### src/rtl/fp_pkg.sv
// rtl/fp_pkg.sv - shared floating-point constants, field helpers and class encodings
package fp_pkg;

  localparam logic [2:0] CLS_ZERO = 3'd0;
  localparam logic [2:0] CLS_NORM = 3'd1;
  localparam logic [2:0] CLS_INF  = 3'd2;
  localparam logic [2:0] CLS_QNAN = 3'd3;
  localparam logic [2:0] CLS_SNAN = 3'd4;

  localparam int FLAG_NV = 3;
  localparam int FLAG_OF = 2;
  localparam int FLAG_UF = 1;
  localparam int FLAG_NX = 0;

  function automatic int fp_bias(input int exp_w);
    return (1 << (exp_w - 1)) - 1;
  endfunction

  // Helpers work on a zero-extended 64-bit word so one set serves every format width.
  function automatic logic [63:0] fp_field_exp(input logic [63:0] x, input int exp_w, input int man_w);
    return (x >> man_w) & ((64'd1 << exp_w) - 64'd1);
  endfunction

  function automatic logic [63:0] fp_field_man(input logic [63:0] x, input int man_w);
    return x & ((64'd1 << man_w) - 64'd1);
  endfunction

  function automatic logic fp_field_sign(input logic [63:0] x, input int exp_w, input int man_w);
    return x[exp_w + man_w];
  endfunction

  function automatic logic [63:0] fp_qnan(input int exp_w, input int man_w);
    return (((64'd1 << exp_w) - 64'd1) << man_w) | (64'd1 << (man_w - 1));
  endfunction

  function automatic logic [2:0] fp_classify(input logic [63:0] x, input int exp_w, input int man_w);
    logic [63:0] e;
    logic [63:0] m;
    e = fp_field_exp(x, exp_w, man_w);
    m = fp_field_man(x, man_w);
    if (e == 64'd0)
      return CLS_ZERO;
    else if (e == ((64'd1 << exp_w) - 64'd1))
      return (m == 64'd0) ? CLS_INF : (m[man_w - 1] ? CLS_QNAN : CLS_SNAN);
    else
      return CLS_NORM;
  endfunction

endpackage

### src/rtl/fp_mul_pipe_if.sv
// rtl/fp_mul_pipe_if.sv - operand/result handshake bundle for the pipelined FP multiplier
interface fp_mul_pipe_if #(
  parameter int EXP_W = 8,
  parameter int MAN_W = 23,
  parameter int TAG_W = 4
);
  localparam int W = 1 + EXP_W + MAN_W;

  logic             in_valid;
  logic             in_ready;
  logic [W-1:0]     in_a;
  logic [W-1:0]     in_b;
  logic [TAG_W-1:0] in_tag;
  logic             out_valid;
  logic             out_ready;
  logic [W-1:0]     out_res;
  logic [TAG_W-1:0] out_tag;
  logic [3:0]       out_flags;

  modport master (
    output in_valid, in_a, in_b, in_tag, out_ready,
    input  in_ready, out_valid, out_res, out_tag, out_flags
  );

  modport slave (
    input  in_valid, in_a, in_b, in_tag, out_ready,
    output in_ready, out_valid, out_res, out_tag, out_flags
  );
endinterface

### src/rtl/fp_round_norm.sv
// rtl/fp_round_norm.sv - normalise, round-to-nearest-even and pack a raw significand product
module fp_round_norm
  import fp_pkg::*;
#(
  parameter int EXP_W = 8,
  parameter int MAN_W = 23
) (
  input  logic [2*MAN_W+1:0]      prod,
  input  logic signed [EXP_W+1:0] exp_in,
  input  logic                    sign,
  output logic [EXP_W+MAN_W:0]    res,
  output logic [3:0]              flags
);
  localparam int EW = EXP_W + 2;
  localparam logic signed [EW-1:0] EMAX  = EW'((1 << EXP_W) - 1);
  localparam logic signed [EW-1:0] E_ONE = EW'(1);
  localparam logic signed [EW-1:0] E_ZERO = EW'(0);

  logic [2*MAN_W+1:0]   norm;
  logic [MAN_W:0]       sig_r;
  logic                 g, s, inc, carry;
  logic signed [EW-1:0] e_n, e_r;

  always_comb begin
    norm  = prod[2*MAN_W+1] ? prod : (prod << 1);
    e_n   = prod[2*MAN_W+1] ? exp_in + E_ONE : exp_in;
    g     = norm[MAN_W];
    s     = |norm[MAN_W-1:0];
    inc   = g & (s | norm[MAN_W+1]);
    // Hidden bit is always 1, so a wrap of the rounded significand to 0 is the carry-out.
    sig_r = norm[2*MAN_W+1:MAN_W+1] + {{MAN_W{1'b0}}, inc};
    carry = ~sig_r[MAN_W];
    e_r   = carry ? e_n + E_ONE : e_n;
    flags = '0;
    res   = '0;
    if (e_r >= EMAX) begin
      res            = {sign, {EXP_W{1'b1}}, {MAN_W{1'b0}}};
      flags[FLAG_OF] = 1'b1;
      flags[FLAG_NX] = 1'b1;
    end else if (e_r <= E_ZERO) begin
      res            = {sign, {(EXP_W+MAN_W){1'b0}}};
      flags[FLAG_UF] = 1'b1;
      flags[FLAG_NX] = 1'b1;
    end else begin
      res            = {sign, e_r[EXP_W-1:0], sig_r[MAN_W-1:0]};
      flags[FLAG_NX] = g | s;
    end
  end
endmodule

### src/rtl/fp_mul_pipe.sv
// rtl/fp_mul_pipe.sv - four-stage valid/ready floating-point multiplier with RNE and flags
module fp_mul_pipe
  import fp_pkg::*;
#(
  parameter int EXP_W = 8,
  parameter int MAN_W = 23,
  parameter int TAG_W = 4
) (
  input  logic clk,
  input  logic rst_n,
  fp_mul_pipe_if.slave io
);
  localparam int W  = 1 + EXP_W + MAN_W;
  localparam int EW = EXP_W + 2;
  localparam int PW = 2*MAN_W + 2;
  localparam logic [EW-1:0] BIAS_X = EW'(fp_bias(EXP_W));

  logic             advance;
  logic [63:0]      a64, b64;
  logic [EXP_W-1:0] ea, eb;
  logic [MAN_W-1:0] fa, fb;
  logic [2:0]       cls_a, cls_b;
  logic             sgn, nan_any, snan_any, inf_any, zero_any, inf_zero;
  logic             spec_c;
  logic [W-1:0]     sres_c;
  logic [3:0]       sflg_c;
  logic [EW-1:0]    esum;

  logic                 v1, sign1, spec1;
  logic [TAG_W-1:0]     tag1;
  logic signed [EW-1:0] exp1;
  logic [MAN_W:0]       ma1, mb1;
  logic [W-1:0]         sres1;
  logic [3:0]           sflg1;

  logic                 v2, sign2, spec2;
  logic [TAG_W-1:0]     tag2;
  logic signed [EW-1:0] exp2;
  logic [PW-1:0]        prod2;
  logic [W-1:0]         sres2;
  logic [3:0]           sflg2;

  logic             v3, v4;
  logic [TAG_W-1:0] tag3, tag4;
  logic [W-1:0]     res3, res4, rn_res;
  logic [3:0]       flg3, flg4, rn_flags;

  assign advance = ~v4 | io.out_ready;
  assign a64     = {{(64-W){1'b0}}, io.in_a};
  assign b64     = {{(64-W){1'b0}}, io.in_b};
  assign ea      = EXP_W'(fp_field_exp(a64, EXP_W, MAN_W));
  assign eb      = EXP_W'(fp_field_exp(b64, EXP_W, MAN_W));
  assign fa      = MAN_W'(fp_field_man(a64, MAN_W));
  assign fb      = MAN_W'(fp_field_man(b64, MAN_W));
  assign cls_a   = fp_classify(a64, EXP_W, MAN_W);
  assign cls_b   = fp_classify(b64, EXP_W, MAN_W);
  assign sgn     = fp_field_sign(a64, EXP_W, MAN_W) ^ fp_field_sign(b64, EXP_W, MAN_W);
  assign esum    = {2'b00, ea} + {2'b00, eb} - BIAS_X;

  assign nan_any  = (cls_a == CLS_QNAN) | (cls_a == CLS_SNAN) | (cls_b == CLS_QNAN) | (cls_b == CLS_SNAN);
  assign snan_any = (cls_a == CLS_SNAN) | (cls_b == CLS_SNAN);
  assign inf_any  = (cls_a == CLS_INF) | (cls_b == CLS_INF);
  assign zero_any = (cls_a == CLS_ZERO) | (cls_b == CLS_ZERO);
  assign inf_zero = inf_any & zero_any;

  // Specials are resolved up front and ride alongside the datapath to S3.
  always_comb begin
    spec_c = 1'b1;
    sres_c = '0;
    sflg_c = '0;
    if (nan_any || inf_zero) begin
      sres_c          = W'(fp_qnan(EXP_W, MAN_W));
      sflg_c[FLAG_NV] = snan_any | inf_zero;
    end else if (inf_any) begin
      sres_c = {sgn, {EXP_W{1'b1}}, {MAN_W{1'b0}}};
    end else if (zero_any) begin
      sres_c = {sgn, {(W-1){1'b0}}};
    end else begin
      spec_c = 1'b0;
    end
  end

  fp_round_norm #(.EXP_W(EXP_W), .MAN_W(MAN_W)) u_round_norm (
    .prod   (prod2),
    .exp_in (exp2),
    .sign   (sign2),
    .res    (rn_res),
    .flags  (rn_flags)
  );

  always_ff @(posedge clk or negedge rst_n) begin
    if (!rst_n) begin
      v1 <= 1'b0; sign1 <= 1'b0; spec1 <= 1'b0; tag1 <= '0; exp1 <= '0;
      ma1 <= '0; mb1 <= '0; sres1 <= '0; sflg1 <= '0;
      v2 <= 1'b0; sign2 <= 1'b0; spec2 <= 1'b0; tag2 <= '0; exp2 <= '0;
      prod2 <= '0; sres2 <= '0; sflg2 <= '0;
      v3 <= 1'b0; tag3 <= '0; res3 <= '0; flg3 <= '0;
      v4 <= 1'b0; tag4 <= '0; res4 <= '0; flg4 <= '0;
    end else if (advance) begin
      v1    <= io.in_valid;
      tag1  <= io.in_tag;
      sign1 <= sgn;
      exp1  <= esum;
      ma1   <= {1'b1, fa};
      mb1   <= {1'b1, fb};
      spec1 <= spec_c;
      sres1 <= sres_c;
      sflg1 <= sflg_c;

      v2    <= v1;
      tag2  <= tag1;
      sign2 <= sign1;
      exp2  <= exp1;
      prod2 <= {{(MAN_W+1){1'b0}}, ma1} * {{(MAN_W+1){1'b0}}, mb1};
      spec2 <= spec1;
      sres2 <= sres1;
      sflg2 <= sflg1;

      v3   <= v2;
      tag3 <= tag2;
      res3 <= spec2 ? sres2 : rn_res;
      flg3 <= spec2 ? sflg2 : rn_flags;

      v4   <= v3;
      tag4 <= tag3;
      res4 <= res3;
      flg4 <= flg3;
    end
  end

  assign io.in_ready  = advance;
  assign io.out_valid = v4;
  assign io.out_res   = res4;
  assign io.out_tag   = tag4;
  assign io.out_flags = flg4;
endmodule

### src/flat_wrapper.sv
// flat-port wrapper written by rule: the top's interface ports become plain ports
module fp_mul_pipe_flat import fp_pkg::*;
#(
  parameter int EXP_W = 8,
  parameter int MAN_W = 23,
  parameter int TAG_W = 4
)
  (clk, rst_n, io_in_valid, io_in_a, io_in_b, io_in_tag, io_out_ready, io_in_ready, io_out_valid, io_out_res, io_out_tag, io_out_flags);
  fp_mul_pipe_if #(.EXP_W(EXP_W), .MAN_W(MAN_W), .TAG_W(TAG_W)) io_i ();
  input  logic clk;
  input  logic rst_n;
  input wire logic [$bits(io_i.in_valid)-1:0] io_in_valid;
  input wire logic [$bits(io_i.in_a)-1:0] io_in_a;
  input wire logic [$bits(io_i.in_b)-1:0] io_in_b;
  input wire logic [$bits(io_i.in_tag)-1:0] io_in_tag;
  input wire logic [$bits(io_i.out_ready)-1:0] io_out_ready;
  output wire logic [$bits(io_i.in_ready)-1:0] io_in_ready;
  output wire logic [$bits(io_i.out_valid)-1:0] io_out_valid;
  output wire logic [$bits(io_i.out_res)-1:0] io_out_res;
  output wire logic [$bits(io_i.out_tag)-1:0] io_out_tag;
  output wire logic [$bits(io_i.out_flags)-1:0] io_out_flags;
  assign io_i.in_valid = io_in_valid;
  assign io_i.in_a = io_in_a;
  assign io_i.in_b = io_in_b;
  assign io_i.in_tag = io_in_tag;
  assign io_i.out_ready = io_out_ready;
  assign io_in_ready = io_i.in_ready;
  assign io_out_valid = io_i.out_valid;
  assign io_out_res = io_i.out_res;
  assign io_out_tag = io_i.out_tag;
  assign io_out_flags = io_i.out_flags;
  fp_mul_pipe #(.EXP_W(EXP_W), .MAN_W(MAN_W), .TAG_W(TAG_W)) u_core (.clk(clk), .rst_n(rst_n), .io(io_i));
endmodule
### config.mk
export PLATFORM = sky130hd
export DESIGN_NAME = fp_mul_pipe_flat
export DESIGN_NICKNAME = d
export VERILOG_FILES = /design/src/rtl/fp_pkg.sv /design/src/rtl/fp_mul_pipe_if.sv /design/src/rtl/fp_round_norm.sv /design/src/rtl/fp_mul_pipe.sv /design/src/flat_wrapper.sv
export SDC_FILE = /design/constraint.sdc
export NUM_CORES = 2
export LEC_CHECK = 0
export BUFFER_PORTS_ARGS = -buffer_cell sky130_fd_sc_hd__buf_2
export CORE_ASPECT_RATIO = 0.9
export CORE_MARGIN = 5
export CORE_UTILIZATION = 50
export DETAILED_ROUTE_END_ITERATION = 10
export GPL_TIMING_DRIVEN = 0
export HOLD_SLACK_MARGIN = 0.03
export PLACE_DENSITY = 0.69
export SLEW_MARGIN = 20
export SYNTH_ARGS = -nofsm -noshare
export SYNTH_HDL_FRONTEND = slang
export SYNTH_SLANG_ARGS = --single-unit
### constraint.sdc
create_clock -name clk -period 6.85 [get_ports clk]
set_input_delay 1.0275 -clock clk [delete_from_list [all_inputs] [get_ports clk]]
set_output_delay 1.0275 -clock clk [all_outputs]
set_load 0.1 [all_outputs]
Word-level counts from Yosys, hierarchy flattened --
Cells that the tools add are included.
Word-level totals: register bits 278, latch bits 0, bits in writable memories 0, ROM bits 0, input port bits 72, output and inout bits 42, word-level logic and storage cells 90, memories kept 0
Cells by class: $add $sub $neg 5, multipliers 1, divide/modulo/power cells 0, order comparisons 2, equality and inequality tests 8, shift-type cells 0, multiplexer cells 27, bitwise logic cells 14, reductions and logical operators 8
Operator list (number):
- 64-bit logical NOT | 4
- 32-bit two-way mux | 4
- 31-bit two-way mux | 2
- 24-bit by 24-bit multiplier with 48-bit output | 1
- 48-bit two-way mux | 1
- 24-bit by 1-bit adder with 24-bit output | 1
- 3-bit two-way mux | 8
- 23-bit OR reduction | 1
- 10-bit by 2-bit adder with 10-bit output, second input constant | 2
- 10-bit two-way mux | 2
- 8-bit == test, second input constant | 2
- 3-bit by 2-bit == test with 1-bit output, second input constant | 4
- 10-bit by 9-bit >= comparator with 1-bit output, second input constant | 1
- 10-bit by 1-bit less-or-equal comparator with 1-bit output, second input constant | 1
- 1-bit OR | 10
- 10-bit by 7-bit subtractor with 10-bit output, second input constant | 1
- 8-bit by 8-bit adder with 9-bit output | 1
- 1-bit two-way mux | 9
- 3-bit == test, second input constant | 2
- 3-bit logical NOT | 2
- 4-bit two-way mux | 1
- 1-bit bitwise AND | 2
- 1-bit logical OR | 1
- 1-bit NOT | 1
- 1-bit XOR | 1

Depth between registers and ports, before layout --
word-level depth 10, gate-level depth with buffers 27, mapped depth without buffers 25

By module --
From an unflattened synthesis, not the netlist that was laid out.
Second synthesis, totals: cells, all modules 3474, area total of the unflattened synthesis 30027.5 µm²
By module, submodules not included:
- fp_mul_pipe | instances 1, cells each 3183, area an instance 28040.6 µm², sequential area each 5480.3 µm²
- fp_round_norm | instances 1, cells each 291, area an instance 1986.9 µm², sequential area each 0.0 µm²

Worst setup path after synthesis --
OpenSTA, ideal clock, no wires.
path type flip-flop to flip-flop, from reg u_core.mb1[3], to reg u_core.prod2[32], library setup time 0.087 ns, data arrival time 6.550 ns, required time 6.763 ns, slack 0.213 ns, stages on the path, launching flop included 27, buffers on the path 1, clock period less this slack 6.637 ns, cells stage by stage dfrtp_1 > clkbuf_1 > nand2_1 > fa_1 > inv_1 > fa_1 > inv_1 > fa_1 > inv_1 > fa_1 > inv_1 > fa_1 > inv_1 > fa_1 > inv_1 > fa_1 > inv_1 > ha_1 > a21o_1 > a21o_1 > a21o_1 > a21o_1 > a221oi_1 > o41ai_1 > a221oi_1 > nand4b_1 > o211ai_1
Between the ends: word-level cells in the longest chain between the ends 1
RTL lines:
- start: declaration | RTL line fp_mul_pipe.sv:32 | logic [MAN_W:0] ma1, mb1;
- start signal: assignment | RTL line fp_mul_pipe.sv:105 | mb1 <= {1'b1, fb};
- 24-bit by 24-bit multiplier with 48-bit output | RTL line fp_mul_pipe.sv:114 | prod2 <= {{(MAN_W+1){1'b0}}, ma1} * {{(MAN_W+1){1'b0}}, mb1};
- end signal: assignment | RTL line fp_mul_pipe.sv:114
- end: declaration | RTL line fp_mul_pipe.sv:39 | logic [PW-1:0] prod2;
Every way passes these cells. A chain may end at the register's enable or synchronous reset.

Final worst setup path --
from reg u_core.ma1[13], to reg u_core.prod2[47]
Between the ends: word-level cells in the longest chain between the ends 1
RTL lines:
- start: declaration | RTL line fp_mul_pipe.sv:32
- start signal: assignment | RTL line fp_mul_pipe.sv:104 | ma1 <= {1'b1, fa};
- 24-bit by 24-bit multiplier with 48-bit output | RTL line fp_mul_pipe.sv:114
Every way passes these cells.

==> results.cfg <==
[setup_path]
worst-endpoint-required_ns = 7.25
critPathKind = flip-flop to flip-flop
critical_path_buf_inv_count = 7
worst_ep_arrival_time_ns = 7.32
timing.critical_path.slowest_cell_delay_ns = 0.60
timing.critical_path.slowest_stage_cell = sky130_fd_sc_hd__fa_2
critical_path.endpoint_type = flip-flop
timing.critical_path.fanout_max = 7
setup.worst_path.start_class = flip-flop
crit_path_frequent_cell = sky130_fd_sc_hd__fa_1
reg2reg_setup_slack_ns = -0.07
critical-path-top-delay-family = adder cells

[sta]
fin_setup_tns_ns = -0.184
timing.final.ws_setup_ns = -0.0712
setup_violations = 5
hold_violations = 0
slew_viol_final = 0
maxSlewHeadroom_pct = 29.1
layout_worst_path_cycle_share_pct = 101
transition_at_the_pin_with_the_smallest_max_transition_slack_ns = 1.06
setup_repair_after_global_routing_missed_its_margin = yes
period_minus_slack_ns = 6.92
worst_clock_skew_ns = 0.0244
fmaxAchievable_ghz = 0.144

[synthesis]
synth_seq_area_share_pct = 18.7
post_synth.cell_area_avg_sq_um = 8.86
synthesized_netlist_net_count = 4053
yosys_most_used_dff = sky130_fd_sc_hd__dfrtp_1
post_synth_num_cell_types = 69
synth-edff-count = 0
synth_async_sr_flop_share_pct = 100
mappedNetlistArea_sq_mm = 0.0293
synth_top_cell_area_share_pct = 33.0
synth_seq_cells = 219
yosys_warnings = 0
synth_area_leader_cell = sky130_fd_sc_hd__fa_1
synth.area.top_cells = sky130_fd_sc_hd__fa_1, sky130_fd_sc_hd__dfrtp_1, sky130_fd_sc_hd__nand2_1, sky130_fd_sc_hd__ha_1, sky130_fd_sc_hd__inv_1
synthesis.instances = 3311

[layout]
number_of_fillers_in_the_final_layout = 5086
register_area_sq_mm = 0.00554
multi_input_area_sq_mm = 0.0219
drive_above_1_share_pct = 17.2
areaGrowthSynthToFinish_pct = 17.9
stdcell_area_sq_mm = 0.0346
design.final.nets = 4312

[global_routing]
grt_antenna_before_repair = 14
grt_pass1_wl_mm = 145
gr-total-overflow = 0
globalRouteTotalUtil_pct = 30.2
grt_start_max_net_pins = 90
first_global_vias = 24500

[clock_network]
clock_insertion_delay_worst_skew_ns = 0.56
clock_slew_seen_by_the_registers_of_the_worst_setup_and_hold_paths_ns = 0.07
cts-htree-levels = 1
number_of_buffers_inserted_during_clock_tree_synthesis = 26
cts_buffer_depth = 3
clock_tree_from_tritoncts = yes
ctsRootBufferMaster = sky130_fd_sc_hd__clkbuf_16
tritoncts_num_sinks = 219

[floorplan]
initial_util_pct = 50.4
die-height_microns = 240
die_w_microns = 265
design.die.area_sq_mm = 0.0636
num_io_pins = 114
design.core.area_sq_mm = 0.0582
rows = 84

[placed_design]
port-buffer-count = 113
placement.cell_area_sq_mm = 0.0310
gpl.final_weighted_congestion = 1.02
preCtsSetupSlack_ns = -1.38
dp_hpwl_mm = 74.8

[routing]
finalWirelength_mm = 98.2
route.vias.total = 24600
drt-wirelength-per-cell_microns = 22.5
antenna_violating_nets_post_route = 0
drc_errors = 0
first_iter_violations = 2392
dr.pass1.iters = 5
avgViaCountPerCell = 5.63

[run_status]
outcome = finished with violations
failed_checks = negative setup slack

[run]
maxCapViolations = 0

[worst_hold_path]
holdCritPathClass = input pin to asynchronous set/reset pin
-- final timing paths --
check,from,endpoint,depth (start not counted)
max,u_core.ma1[13],u_core.prod2[47],25
max in group asynchronous,rst_n,u_core.ma1[5],2
min reg2reg,u_core.io.out_res[4],u_core.io.out_res[4],2
min,rst_n,u_core.tag1[0],1
min in group clk,u_core.io.out_res[4],u_core.io.out_res[4],2
max reg2reg,u_core.ma1[13],u_core.prod2[47],25
-- final cells by class --
cell class              instances  share of cell area (%)
diodes                          6                  0.0434
plain buffers                 167                    4.12
clock buffers                  33                    2.16
clock inverters                15                   0.644
inverters                     560                    6.08
multi-input cells            2361                    63.4
flip-flops and latches        219                    16.0
well taps                     774                    2.80
repair buffers                235                    4.75
-- sequential cells by signal, summed over array words and instances (netlist names), 3 cells and up --
name,flops
u_core.exp2,10
u_core.io.out_res,32
u_core.exp1,10
u_core.flg3,4
u_core.prod2,48
u_core.io.out_tag,4
u_core.tag3,4
u_core.tag2,4
u_core.sres2,3
u_core.ma1,23
u_core.sres1,3
u_core.mb1,24
u_core.io.out_flags,4
u_core.tag1,4
u_core.res3,32
-- synthesized netlist by cell type (5+ instances only) --
library cell and number:
sky130_fd_sc_hd__a31oi_1 9, sky130_fd_sc_hd__fa_1 483, sky130_fd_sc_hd__nand2_1 740, sky130_fd_sc_hd__buf_1 9, sky130_fd_sc_hd__nor2b_1 9, sky130_fd_sc_hd__xnor2_1 49
sky130_fd_sc_hd__nor2_1 75, sky130_fd_sc_hd__a21oi_1 74, sky130_fd_sc_hd__nand3_1 30, sky130_fd_sc_hd__nor4_1 21, sky130_fd_sc_hd__ha_1 187, sky130_fd_sc_hd__clkbuf_1 151
sky130_fd_sc_hd__inv_1 560, sky130_fd_sc_hd__o21ai_0 60, sky130_fd_sc_hd__and3_1 8, sky130_fd_sc_hd__nand2b_1 7, sky130_fd_sc_hd__dfrtp_1 219, sky130_fd_sc_hd__and2_1 309
sky130_fd_sc_hd__o22a_1 6, sky130_fd_sc_hd__mux2i_1 19, sky130_fd_sc_hd__xor2_1 51, sky130_fd_sc_hd__buf_2 7, sky130_fd_sc_hd__or3_1 6, sky130_fd_sc_hd__nor3_1 18
sky130_fd_sc_hd__mux2_2 10, sky130_fd_sc_hd__and4_1 5, sky130_fd_sc_hd__o311ai_0 5, sky130_fd_sc_hd__o31ai_1 5, sky130_fd_sc_hd__a22o_1 22, sky130_fd_sc_hd__o21bai_1 10
sky130_fd_sc_hd__nand4_1 24, sky130_fd_sc_hd__a21o_1 37, sky130_fd_sc_hd__or2_2 7, sky130_fd_sc_hd__o21a_1 6
-- metrics by stage --
stage                     cells  util (%)  hold WS [ns]
after floorplan            3311         -         0.430
after global placement     4198      53.0         0.445
after detailed placement   4202      53.2         0.451
after CTS                  4310      57.8         0.404
after global routing       4364      59.4         0.431
final                      4370      59.4         0.408
-- repair_timing --
| action | 4_1_cts | 5_1_grt |
|---|---|---|
| buffers inserted | 63 | 55 |
| hold buffers | 0 | 0 |
| endpoints found under the setup margin | 31 | 21 |
| pin swaps | 56 | 117 |
| resized for setup | 357 | 193 |
| gates cloned | 0 | 1 |
-- kinds of logic after synthesis --
logic type | after synthesis | share of synthesized area (%)
buffers and inverters | 731 | 9.49
flip-flops | 219 | 18.7
adder cells (fa/ha/maj) | 670 | 40.9
XOR/XNOR | 100 | 2.99
AND/OR/NAND/NOR | 1277 | 20.4
multiplexers | 31 | 1.12
AO/OA/AOI/OAI | 283 | 6.42
-- routing by layer --
metal  wire, microns  GRT usage (%)  up-vias
met5              35              0        -
li1                -              -    10600
met2           42800           45.1     1200
met3           10900           8.08      279
met1           39400           42.0    12500
met4            5070           12.6        6
-- cell usage in the layout (no fill, tap or decap), types with 42 or more instances in the layout --
cell type	n
sky130_fd_sc_hd__nor2_1	71
sky130_fd_sc_hd__and2_1	299
sky130_fd_sc_hd__a21oi_1	59
sky130_fd_sc_hd__clkbuf_1	55
sky130_fd_sc_hd__inv_1	523
sky130_fd_sc_hd__o21ai_0	46
sky130_fd_sc_hd__fa_1	456
sky130_fd_sc_hd__xor2_1	49
sky130_fd_sc_hd__buf_2	125
sky130_fd_sc_hd__nand2_1	729
sky130_fd_sc_hd__dfrtp_2	42
sky130_fd_sc_hd__buf_4	108
sky130_fd_sc_hd__dfrtp_1	176
sky130_fd_sc_hd__xnor2_1	46
sky130_fd_sc_hd__ha_1	167
Power is left out: the tool's default activity adds up to more than one toggle a clock period on the data nets, which glitch-free logic cannot reach.
